File: src/rtl/ex_pkg.sv
// ex_pkg: shared exception causes, ALU status bit map and EX/MEM FSM states.
package ex_pkg;
  typedef enum logic [2:0] {
    EXC_NONE  = 3'd0,
    EXC_DIVZ  = 3'd1,
    EXC_MOVF  = 3'd2,
    EXC_AOVF  = 3'd3,
    EXC_MISAL = 3'd4
  } exc_cause_e;
  localparam int ST_ZERO  = 7;
  localparam int ST_MOVF  = 6;
  localparam int ST_CARRY = 5;
  localparam int ST_NEG   = 4;
  localparam int ST_MISAL = 3;
  localparam int ST_DIVZ  = 2;
  typedef enum logic {RUN, TRAP} state_e;
endpackage

File: src/rtl/exc_prio_enc.sv
// exc_prio_enc: fixed-priority decode of ALU status flags into one exception cause.
module exc_prio_enc
  import ex_pkg::*;
#(
  parameter int STATUS_W = 8
) (
  input  logic [STATUS_W-1:0] status,
  input  logic                ovf_trap_en,
  input  logic                mem_access,
  output exc_cause_e          cause
);
  always_comb
    cause = status[ST_DIVZ]                 ? EXC_DIVZ  :
            status[ST_MOVF]  && ovf_trap_en ? EXC_MOVF  :
            status[ST_CARRY] && ovf_trap_en ? EXC_AOVF  :
            status[ST_MISAL] && mem_access  ? EXC_MISAL : EXC_NONE;
endmodule

File: src/rtl/ex_mem_stage.sv
// ex_mem_stage: EX->MEM register slice that squashes faulting entries and
// holds the pipe in TRAP until the exception is acknowledged.
module ex_mem_stage
  import ex_pkg::*;
#(
  parameter int DATA_W   = 32,
  parameter int STATUS_W = 8,
  parameter int CNT_W    = 8
) (
  input  logic                clk,
  input  logic                rst_n,
  input  logic                flush,
  input  logic                in_valid,
  output logic                in_ready,
  input  logic [DATA_W-1:0]   alu_result,
  input  logic [STATUS_W-1:0] alu_status,
  input  logic [DATA_W-1:0]   pc,
  input  logic [4:0]          rd,
  input  logic                reg_write,
  input  logic                mem_access,
  input  logic                ovf_trap_en,
  output logic                out_valid,
  input  logic                out_ready,
  output logic [DATA_W-1:0]   out_result,
  output logic                out_zero,
  output logic                out_neg,
  output logic [4:0]          out_rd,
  output logic                out_reg_write,
  output logic                out_mem_access,
  output logic                exc_valid,
  output logic [2:0]          exc_cause,
  output logic [DATA_W-1:0]   exc_pc,
  input  logic                exc_ack,
  output logic [CNT_W-1:0]    exc_count
);
  state_e             state_q, state_d;
  exc_cause_e         cause, exc_cause_q, exc_cause_d;
  logic               out_valid_q, out_valid_d, exc_valid_q, exc_valid_d;
  logic [DATA_W-1:0]  out_result_q, exc_pc_q, exc_pc_d;
  logic [4:0]         out_rd_q;
  logic               out_zero_q, out_neg_q, out_reg_write_q, out_mem_access_q;
  logic [CNT_W-1:0]   exc_count_q, exc_count_d;
  logic               accept, fault, load;
  exc_prio_enc #(.STATUS_W(STATUS_W)) u_enc (
    .status     (alu_status),
    .ovf_trap_en(ovf_trap_en),
    .mem_access (mem_access),
    .cause      (cause)
  );
  assign in_ready = (state_q == RUN) && (!out_valid_q || out_ready);
  assign accept   = in_valid && in_ready;
  assign fault    = cause != EXC_NONE;
  assign load     = accept && !fault;
  always_comb begin
    state_d     = state_q;
    exc_valid_d = exc_valid_q;
    exc_cause_d = exc_cause_q;
    exc_pc_d    = exc_pc_q;
    exc_count_d = exc_count_q;
    out_valid_d = flush ? 1'b0 : load ? 1'b1 : out_valid_q && !out_ready;
    if (state_q == TRAP && exc_ack) begin
      state_d     = RUN;
      exc_valid_d = 1'b0;
      exc_cause_d = EXC_NONE;
    end else if (accept && fault) begin
      state_d     = TRAP;
      exc_valid_d = 1'b1;
      exc_cause_d = cause;
      exc_pc_d    = pc;
      exc_count_d = &exc_count_q ? exc_count_q : exc_count_q + 1'b1;
    end
  end
  always_ff @(posedge clk or negedge rst_n) begin
    if (!rst_n) begin
      state_q          <= RUN;
      out_valid_q      <= 1'b0;
      out_result_q     <= '0;
      out_zero_q       <= 1'b0;
      out_neg_q        <= 1'b0;
      out_rd_q         <= '0;
      out_reg_write_q  <= 1'b0;
      out_mem_access_q <= 1'b0;
      exc_valid_q      <= 1'b0;
      exc_cause_q      <= EXC_NONE;
      exc_pc_q         <= '0;
      exc_count_q      <= '0;
    end else begin
      state_q     <= state_d;
      out_valid_q <= out_valid_d;
      exc_valid_q <= exc_valid_d;
      exc_cause_q <= exc_cause_d;
      exc_pc_q    <= exc_pc_d;
      exc_count_q <= exc_count_d;
      if (load) begin
        out_result_q     <= alu_result;
        out_zero_q       <= alu_status[ST_ZERO];
        out_neg_q        <= alu_status[ST_NEG];
        out_rd_q         <= rd;
        out_reg_write_q  <= reg_write;
        out_mem_access_q <= mem_access;
      end
    end
  end
  assign out_valid      = out_valid_q;
  assign out_result     = out_result_q;
  assign out_zero       = out_zero_q;
  assign out_neg        = out_neg_q;
  assign out_rd         = out_rd_q;
  assign out_reg_write  = out_reg_write_q;
  assign out_mem_access = out_mem_access_q;
  assign exc_valid      = exc_valid_q;
  assign exc_cause      = exc_cause_q;
  assign exc_pc         = exc_pc_q;
  assign exc_count      = exc_count_q;
endmodule

File: config.mk
export PLATFORM = sky130hd
export DESIGN_NAME = ex_mem_stage
export DESIGN_NICKNAME = d
export VERILOG_FILES = /design/src/rtl/ex_pkg.sv /design/src/rtl/exc_prio_enc.sv /design/src/rtl/ex_mem_stage.sv
export SDC_FILE = /design/constraint.sdc
export NUM_CORES = 1
export LEC_CHECK = 0
export CORE_MARGIN = 2
export CORE_UTILIZATION = 43
export CTS_CLUSTER_DIAMETER = 30
export DETAILED_ROUTE_END_ITERATION = 12
export GPL_TIMING_DRIVEN = 0
export PLACE_DENSITY = 0.88
export SETUP_SLACK_MARGIN = 0.3
export SLEW_MARGIN = 20
export SYNTH_ARGS = -nofsm -noshare
export SYNTH_HDL_FRONTEND = slang
export SYNTH_SLANG_ARGS = --single-unit
File: constraint.sdc
create_clock -name clk -period 2.8 [get_ports clk]
set_input_delay 0.84 -clock clk [delete_from_list [all_inputs] [get_ports clk]]
set_output_delay 0.84 -clock clk [all_outputs]
set_load 0.05 [all_outputs]
==> flow_summary_export.csv, run 1 <==
group,metric,value,unit
worst_setup_path,worst_path_dominant_cell_family,"buffers and inverters",
floorplanning,die_y_extent,93.0,um
layout,post_layout_nonfiller_instances,573,
floorplanning,fp.dieW,93.0,um
floorplanning,std_cell_rows,32,
yosys,synthesis.yosys.warnings,0,
yosys,synth.area.top_cells,"sky130_fd_sc_hd__dfrtp_1 (63%), sky130_fd_sc_hd__mux2_2 (14%), sky130_fd_sc_hd__nand2_1 (11%)",
global_routing,grt_start_max_net_pins,46,
yosys,postSynthRegisterBits,86,
power,peakVddDrop,0.541,mV
layout,mostFrequentLayoutCell,"sky130_fd_sc_hd__clkdlybuf4s50_1",
layout,multi_input_comb_area,1160,um^2
worst_setup_path,criticalPathCategory,"reg -> out",
min_path,hold_class,"in -> async",
yosys,asyncSetResetFlopFracSynth,1.00,
route,antenna_violating_nets_post_route,0,
yosys,synthFlopType,"sky130_fd_sc_hd__dfrtp_1",
clock_tree,postCtsHoldBufs,0,
placement,io_buffers,170,
global_routing,grtUsageTotal,0.203,
clock_tree,cts_inserted_buffers,9,
power,p_int,3.08,mW
floorplanning,die_area,8650,um^2
yosys,synth-edff-count,0,
clock_tree,clkLatencyLatePin,0.34,ns
yosys,synth_cells,283,
timing,max_clk_rate,0.409,GHz
yosys,synthesis.area_per_instance,12.0,um^2
yosys,synth_seq_area_share,0.631,
global_routing,grt_first_pass_wirelength,13800,um
power,power_frac_clock,0.167,
timing,fin_skew,0.0109,ns
worst_setup_path,cp.buffers_inverters,1,
worst_setup_path,cpMaxStageDelayCell,"sky130_fd_sc_hd__clkdlybuf4s50_1",
route,drt_wl_total,8510,um
layout,n_fill_cell,555,
yosys,syn_nets,370,
layout,antenna-diode-count,0,
layout,seqCellArea,2150,um^2
floorplanning,core-area,7690,um^2
yosys,synth_cell_types,29,
power,pd_cells,1000,nW/um^2
timing,grt_setup_unrepaired,"false",
layout,syn_to_final_growth,61.4,%
worst_setup_path,timing.critical_path.cells,"clkdlybuf4s50_1",
timing,period_share,0.873,
layout,most_frequent_cells_in_the_layout,"sky130_fd_sc_hd__clkdlybuf4s50_1 (164), sky130_fd_sc_hd__nand2_1 (99), sky130_fd_sc_hd__dfrtp_1 (86)",
timing,timing_max_transition_violations_final,0,
power,power_leakage,2.47,nW
global_routing,first_global_vias,2854,
layout,design.final.nets,553,
worst_setup_path,cp-start-kind,"flip-flop",
power,pwr-share-seq,0.334,
power,swShare,0.442,
clock_tree,cts.sinks,86,
floorplanning,boundaryPins,173,
global_routing,global_route.overflow_total,0,
power,p_switching,2.44,mW
placement,half_perimeter_wire_length_of_the_detailed_placement_result,6550,um
clock_tree,max-clock-path-buffers,2,
clock_tree,cts_tree,"done",
global_routing,antenna_found_initial,0,
worst_setup_path,timing.critical_path.fanout_max,5,
clock_tree,ctsHtreeMaxLevel,3,
timing,hold_violations,0,
yosys,syn-cell-area,3410,um^2
yosys,synth_top_area_frac,0.631,
timing,normalized_max_slew_margin,0.613,
placement,globalplace.congestion,0.789,
power,total_power,5.52,mW
clock_tree,path_clk_slew,0.09,ns
route,drt-wirelength-per-cell,14.8,um
route,detailedRoute.firstIterationViolations,59,
timing,max_slew.worst_pin.slew,0.581,ns
route,drt-pass1-iter-count,4,
layout,layout-drive-gt1-share,0.168,
worst_setup_path,setup.worst_path.end_class,"primary output",
route,avgViaCountPerCell,4.73,
worst_setup_path,critical_path_arrival,1.61,ns
timing,finalCriticalPeriod,2.45,ns
worst_setup_path,cp.required,1.96,ns
yosys,synth_top_cell_by_area,"sky130_fd_sc_hd__dfrtp_1",
placement,placed_cells,556,
route,dr_total_vias,2709,
worst_setup_path,max_stage_delay,0.83,ns
timing,setup-violations-final,0,
job,drv_cap,0,
power,share_of_power_burned_in_combinational_logic,0.499,
floorplanning,initial_core_util,0.443,
route,detail_route.drc_violations,0,
status,run_status,"completed",
clock_tree,clockRootBuffer,"sky130_fd_sc_hd__clkbuf_8",
## cell type report
class                           instances  share of cell area
Inverter                                3             0.00205
Multi-Input combinational cell        181               0.211
Tap cell                              102              0.0232
Clock buffer                           12              0.0300
Sequential cell                        86               0.391
Clock inverter                          4             0.00978
Timing Repair Buffer                  172               0.315
Buffer                                 13              0.0180
## worst reg2reg max path, delay by kind of cell (launching register included)
| kind | cells | cell delay [ns] |
|---|---|---|
| and+or+nand+nor | 2 | 0.41 |
| AOI/OAI and AO/OA | 1 | 0.29 |
| buffers and inverters | 2 | 0.31 |
| DFF | 1 | 0.38 |
| muxes | 1 | 0.35 |
## flip-flops by register name, indices dropped and copies added (netlist names), 3 cells and up
signal      count
exc_cause       3
exc_count       8
exc_pc         32
out_rd          5
out_result     32
## final timing paths
check	to	slack, ns	startpoint	cells after the start
worst max-delay path	exc_count[2]	0.35	exc_count[2]	1
min in group clk	exc_pc[0]	0.48	exc_pc[0]	2
worst min-delay path	out_result[13]	0.48	rst_n	1
worst min register to register	exc_pc[0]	0.48	exc_pc[0]	2
max in group asynchronous	exc_pc[9]	1.69	rst_n	2
worst max register to register	exc_count[1]	0.95	out_valid	6
## cells in the mapped netlist, types with 2 or more instances
library cell	instances
sky130_fd_sc_hd__nand2_1	99
sky130_fd_sc_hd__dfrtp_1	86
sky130_fd_sc_hd__mux2_2	42
sky130_fd_sc_hd__buf_6	6
sky130_fd_sc_hd__clkbuf_1	6
sky130_fd_sc_hd__xor2_1	6
sky130_fd_sc_hd__nand3_1	5
sky130_fd_sc_hd__nor2_1	5
sky130_fd_sc_hd__o21ai_0	4
sky130_fd_sc_hd__inv_1	3
sky130_fd_sc_hd__a31oi_1	2
sky130_fd_sc_hd__nor3_1	2
## layer usage
layer  vias up  track usage  share of wire  wire length (um)
met4         0       0.0625          0.013               112
met5         -            0              0                 0
li1       1292            -              -                 -
met3        10       0.0492          0.071               607
met1      1292        0.249           0.42              3530
met2       115        0.354           0.50              4260
## cell families after synthesis
kind of cell	Yosys count	synth area share
xor+xnor	6	0.0154
mux	42	0.139
compound gates	13	0.0327
flops	86	0.631
fa+ha+maj	1	0.00367
simple gates	119	0.147
buf+inv	16	0.0312
## power groups by stage
stage / Sequential (mW) / Combinational (mW) / Clock (mW)
detailed placement: 1.87 / 2.77 / 0
floorplan: 3.16 / 0.430 / 0
global route: 1.90 / 2.87 / 0.986
global placement: 1.84 / 2.73 / 0
CTS: 1.85 / 2.78 / 0.940
finish: 1.84 / 2.76 / 0.919
## stage by stage
stage	TNS, ns	util	hold slack (ns)	instance area, um^2	setup WS, ns
final	0	0.716	0.478	5500	0.354
after global routing	0	0.716	0.510	5500	0.305
after detailed placement	-0.544	0.685	0.461	5260	-0.544
after CTS	0	0.715	0.482	5490	0.314
after global placement	-181.49	0.682	0.456	5250	-2.11
after floorplan	0	-	0.544	3420	0.445
## what timing repair did
action | 4_1_cts | 5_1_grt
endpoints found under the setup margin | 2 | 32
hold endpoints to repair | 0 | 0
gates resized for setup | 11 | 8
buffers inserted | 1 | 0
pin swaps | 1 | 0
No activity file was read; power rests on OpenSTA's default activity.
==> run 2, diff against run 1 <==
--- a/config.mk
+++ b/config.mk
@@ -5,7 +5,8 @@
 export SDC_FILE = /design/constraint.sdc
 export NUM_CORES = 1
 export LEC_CHECK = 0
-export CORE_MARGIN = 2
+export ABC_CLOCK_PERIOD_IN_PS = 2800
+export CORE_MARGIN = 10
 export CORE_UTILIZATION = 43
 export CTS_CLUSTER_DIAMETER = 30
 export DETAILED_ROUTE_END_ITERATION = 12
==> flow_summary_export.csv, run 2 (synthesis gave the netlist of run 1 again) <==
group,metric,value,unit
min_path,hold_class,"reg -> reg",
layout,syn_to_final_growth,60.7,%
clock_tree,clockRootBuffer,"sky130_fd_sc_hd__clkbuf_8",
route,drt-pass1-iter-count,6,
placement,io_buffers,170,
power,power_frac_clock,0.148,
timing,setup-violations-final,0,
power,pwr-share-seq,0.339,
placement,half_perimeter_wire_length_of_the_detailed_placement_result,7970,um
status,run_status,"completed",
route,drt-wirelength-per-cell,17.3,um
clock_tree,cts_tree,"done",
worst_setup_path,crit_path_start,"exc_count[5]",
global_routing,first_global_vias,2900,
route,dr_total_vias,2708,
floorplanning,std_cell_rows,32,
layout,finalCoreUtilization,0.709,
layout,finalInstanceArea,5480,um^2
floorplanning,boundaryPins,173,
timing,normalized_max_slew_margin,0.597,
floorplanning,die_y_extent,109,um
job,drv_cap,0,
clock_tree,path_clk_slew,0.08,ns
worst_setup_path,cpMaxStageDelayCell,"sky130_fd_sc_hd__clkdlybuf4s50_1",
route,detailedRoute.firstIterationViolations,45,
worst_setup_path,cp.required,1.96,ns
route,avgViaCountPerCell,4.71,
power,power_leakage,2.46,nW
worst_setup_path,criticalPathCategory,"reg -> out",
min_path,worst_hold_startpoint,"exc_pc[0]",
worst_setup_path,critical_path_arrival,1.60,ns
global_routing,global_route.overflow_total,0,
timing,summed_negative_setup_slack_over_all_endpoints,0,ns
clock_tree,ctsHtreeMaxLevel,3,
worst_setup_path,timing.critical_path.cells,"clkdlybuf4s50_1",
worst_setup_path,max_stage_delay,0.84,ns
power,swShare,0.450,
timing,grt_setup_unrepaired,"false",
layout,layout-drive-gt1-share,0.165,
timing,max_clk_rate,0.410,GHz
clock_tree,max-clock-path-buffers,2,
layout,n_fill_cell,549,
worst_setup_path,setup.worst_path.end_class,"primary output",
clock_tree,clkLatencyLatePin,0.34,ns
layout,mostFrequentLayoutCell,"sky130_fd_sc_hd__clkdlybuf4s50_1",
global_routing,grtUsageTotal,0.163,
route,detail_route.drc_violations,0,
clock_tree,cts_inserted_buffers,9,
timing,timing_max_transition_violations_final,0,
worst_setup_path,cp.buffers_inverters,1,
clock_tree,cts.sinks,86,
floorplanning,initial_core_util,0.441,
global_routing,antenna_found_initial,0,
power,share_of_power_burned_in_combinational_logic,0.513,
layout,design.final.nets,555,
layout,antenna-diode-count,0,
floorplanning,fp.dieW,109,um
worst_setup_path,worstReg2RegStart,"out_valid",
layout,multi_input_comb_area,1160,um^2
route,antenna_violating_nets_post_route,0,
global_routing,grt_first_pass_wirelength,15200,um
placement,globalplace.congestion,0.758,
placement,place_area,5260,um^2
floorplanning,die_area,11900,um^2
layout,most_frequent_cells_in_the_layout,"sky130_fd_sc_hd__clkdlybuf4s50_1 (164), sky130_fd_sc_hd__nand2_1 (99), sky130_fd_sc_hd__dfrtp_1 (86)",
clock_tree,postCtsHoldBufs,0,
timing,max_slew.worst_pin.slew,0.604,ns
route,drt_wl_total,9970,um
timing,hold_violations,0,
power,p_int,2.99,mW
worst_setup_path,worst_path_dominant_cell_family,"buffers and inverters",
global_routing,grt_start_max_net_pins,47,
timing,finalCriticalPeriod,2.44,ns
worst_setup_path,timing.critical_path.fanout_max,4,
worst_setup_path,cp-start-kind,"flip-flop",
layout,seqCellArea,2150,um^2
power,p_switching,2.44,mW
timing,period_share,0.872,
power,pd_cells,991,nW/um^2
power,peakVddDrop,0.580,mV
timing,fin_skew,0.00965,ns
floorplanning,core-area,7730,um^2
==> run 2: path summary, 6_finish.rpt <==
path	endpoint	slack (ns)	depth (start not counted)
setup reg to reg	exc_count[1]	0.94	6
hold reg to reg	exc_pc[0]	0.48	2
max in group asynchronous	exc_pc[4]	1.66	2
min in group asynchronous	out_result[16]	0.51	1
hold / removal	exc_pc[0]	0.48	2
setup / recovery	exc_count[5]	0.36	1
==> run 2: power by group through the flow <==
stage	sequential, mW	clock (mW)	combinational, mW
after floorplan	3.16	0	0.430
after global placement	1.84	0	2.77
after detailed placement	1.87	0	2.81
after CTS	1.85	0.830	2.81
after global routing	1.89	0.886	2.91
final	1.84	0.804	2.78
==> run 2: through the flow <==
| stage | hold WS [ns] | total power [mW] | worst slack (ns) | instances |
|---|---|---|---|---|
| floorplan | 0.544 | 3.59 | 0.445 | 283 |
| global placement | 0.457 | 4.61 | -2.12 | 555 |
| detailed placement | 0.462 | 4.68 | -0.547 | 556 |
| finish | 0.478 | 5.43 | 0.359 | 575 |
| CTS | 0.483 | 5.49 | 0.320 | 573 |
| global route | 0.509 | 5.69 | 0.313 | 575 |
==> run 2: timing repair <==
| action | CTS | global route |
|---|---|---|
| setup buffers | 1 | 2 |
| endpoints found under the setup margin | 3 | 29 |
| gates resized for setup | 12 | 3 |
| pin swaps | 1 | 1 |
==> run 2: cell type report <==
type	count	share of cell area
clock buffers	13	0.0308
inverters	3	0.00206
clock inverters	3	0.00320
repair buffers	174	0.319
plain buffers	13	0.0176
well taps	102	0.0233
flip-flops and latches	86	0.393
multi-input cells	181	0.212
==> run 2: per-layer routing <==
layer	vias to the layer above	track usage	wire length [um]
met1	1300	0.168	3620
li1	1296	-	-
met4	0	0.0443	93
met5	-	0	0
met3	6	0.0820	1150
met2	106	0.288	5100
==> variant (flow settings as in run 2) <==
Register the output `exc_count` once more, cleared by the reset; this adds one clock of latency there. The other outputs are not delayed to match.
--- a/src/rtl/ex_mem_stage.sv
+++ b/src/rtl/ex_mem_stage.sv
@@ -111,6 +111,12 @@
   assign exc_valid      = exc_valid_q;
   assign exc_cause      = exc_cause_q;
   assign exc_pc         = exc_pc_q;
-  assign exc_count      = exc_count_q;
+  always_ff @(posedge clk or negedge rst_n) begin
+    if (!rst_n) begin
+      exc_count <= '0;
+    end else begin
+      exc_count <= exc_count_q;
+    end
+  end
 endmodule
 
Function: changed (a bounded check fails within 4 cycles, from zero or initial values and one cycle with rst_n low).
==> variant against run 2 <==
  * Wire length up 2.7%
  * Worst setup slack improved by 0.047 ns
  * Power grew 3.1%
  * Synthesized area rose by 6.3%
  * Sequential power increased by 9%
  * Critical path depth is the same
  * Sequential cell count up 8
  * Combinational power hardly changed
  * Clock skew up 0.0017 ns
  * Synthesized cell count rose by 2.5%
  * Design area rose by 3.9%
  * Non-clock buffer count shrank 1
  * Critical path type unchanged
  * Critical endpoint is now exc_pc[16]
  * Highest routed layer unchanged
==> variant: results (changes against run 2) <==
seq_power_share: 0.358  # +0.019
synth.area.top_cells: "dfrtp_1 (65%), mux2_2 (13%), nand2_1 (10%)"
power_density_nw_per_um2: 984  # -0.74%
crit_fanout: 2  # -2
clk_latency_ns: 0.36  # +0.02 ns
fin_cells: 584  # +1.6%
netSwitchingPower_mw: 2.52  # +3.0%
drive_above_1_share: 0.171  # +0.00629
relSlewSlack: 0.551  # -0.0467
synthTopCellsByCount: "nand2_1 (99), dfrtp_1 (94), mux2_2 (42), buf_2 (6), nand3_1 (6)"
r2r_end: "exc_pc[3]"
place_area_um2: 5490  # +4.4%
grt_pass1_wl_um: 16400  # +7.9%
nFillCells: 606  # +10%
port_buffers: 170  # unchanged
ff2ff_setup_slack_ns: 0.88  # -0.06 ns
dp_cells: 566  # +1.8%
cts_setup_buffers: 0  # -1
place_ws_ns: -0.543  # +0.00468 ns
syn-num-nets: 377  # +1.9%
grt_util_all_layers: 0.161  # -0.00199
routed_wl_um: 10200  # +2.7%
fin_ws_ns: 0.407  # +0.0474 ns
critPathArrivalTime_ns: 1.55  # -0.05 ns
firstDrtPassIters: 4  # -2
endpoint: "exc_pc[16]"
leakage_nw: 2.54  # +3.3%
hp-class: "in -> async"
p_clk_mw: 0.807  # about the same
outcome: "complete, no violations"
synth_cell_types: 31  # +6.9%
ctsResizeCount: 11  # -1
gp_congestion: 0.784  # +3.5%
nets: 561  # +1.1%
hold_ws_ns: 0.399  # -0.0790 ns
fin_skew_ns: 0.0114  # +0.00173 ns
variant: routing by layer:
| layer | track usage | routed length [µm] | share of wire | vias up |
|---|---|---|---|---|
| met5 | 0 | 0 | 0 | - |
| met4 | 0.0428 | 104 | 0.010 | 0 |
| met3 | 0.0837 | 1110 | 0.11 | 9 |
| met2 | 0.263 | 4960 | 0.48 | 124 |
| met1 | 0.182 | 4070 | 0.40 | 1348 |
| li1 | - | - | - | 1330 |
variant: layout make-up:
cell class,instances,area [µm²],share of cell area
Buffer,13,90.1,0.0158
Clock buffer,10,128,0.0224
Multi-Input combinational cell,180,1180,0.207
Tap cell,105,131,0.0231
Inverter,3,11.3,0.00198
Clock inverter,6,46.3,0.00814
Sequential cell,94,2350,0.413
Timing Repair Buffer,173,1750,0.308
variant: kinds of logic after synthesis:
family          count (synthesis)  share of synthesized area
flops                          94                      0.649
compound gates                 14                     0.0332
mux                            42                      0.131
simple gates                  118                      0.143
buf+inv                        16                     0.0280
fa+ha+maj                       1                    0.00345
xor+xnor                        5                     0.0121
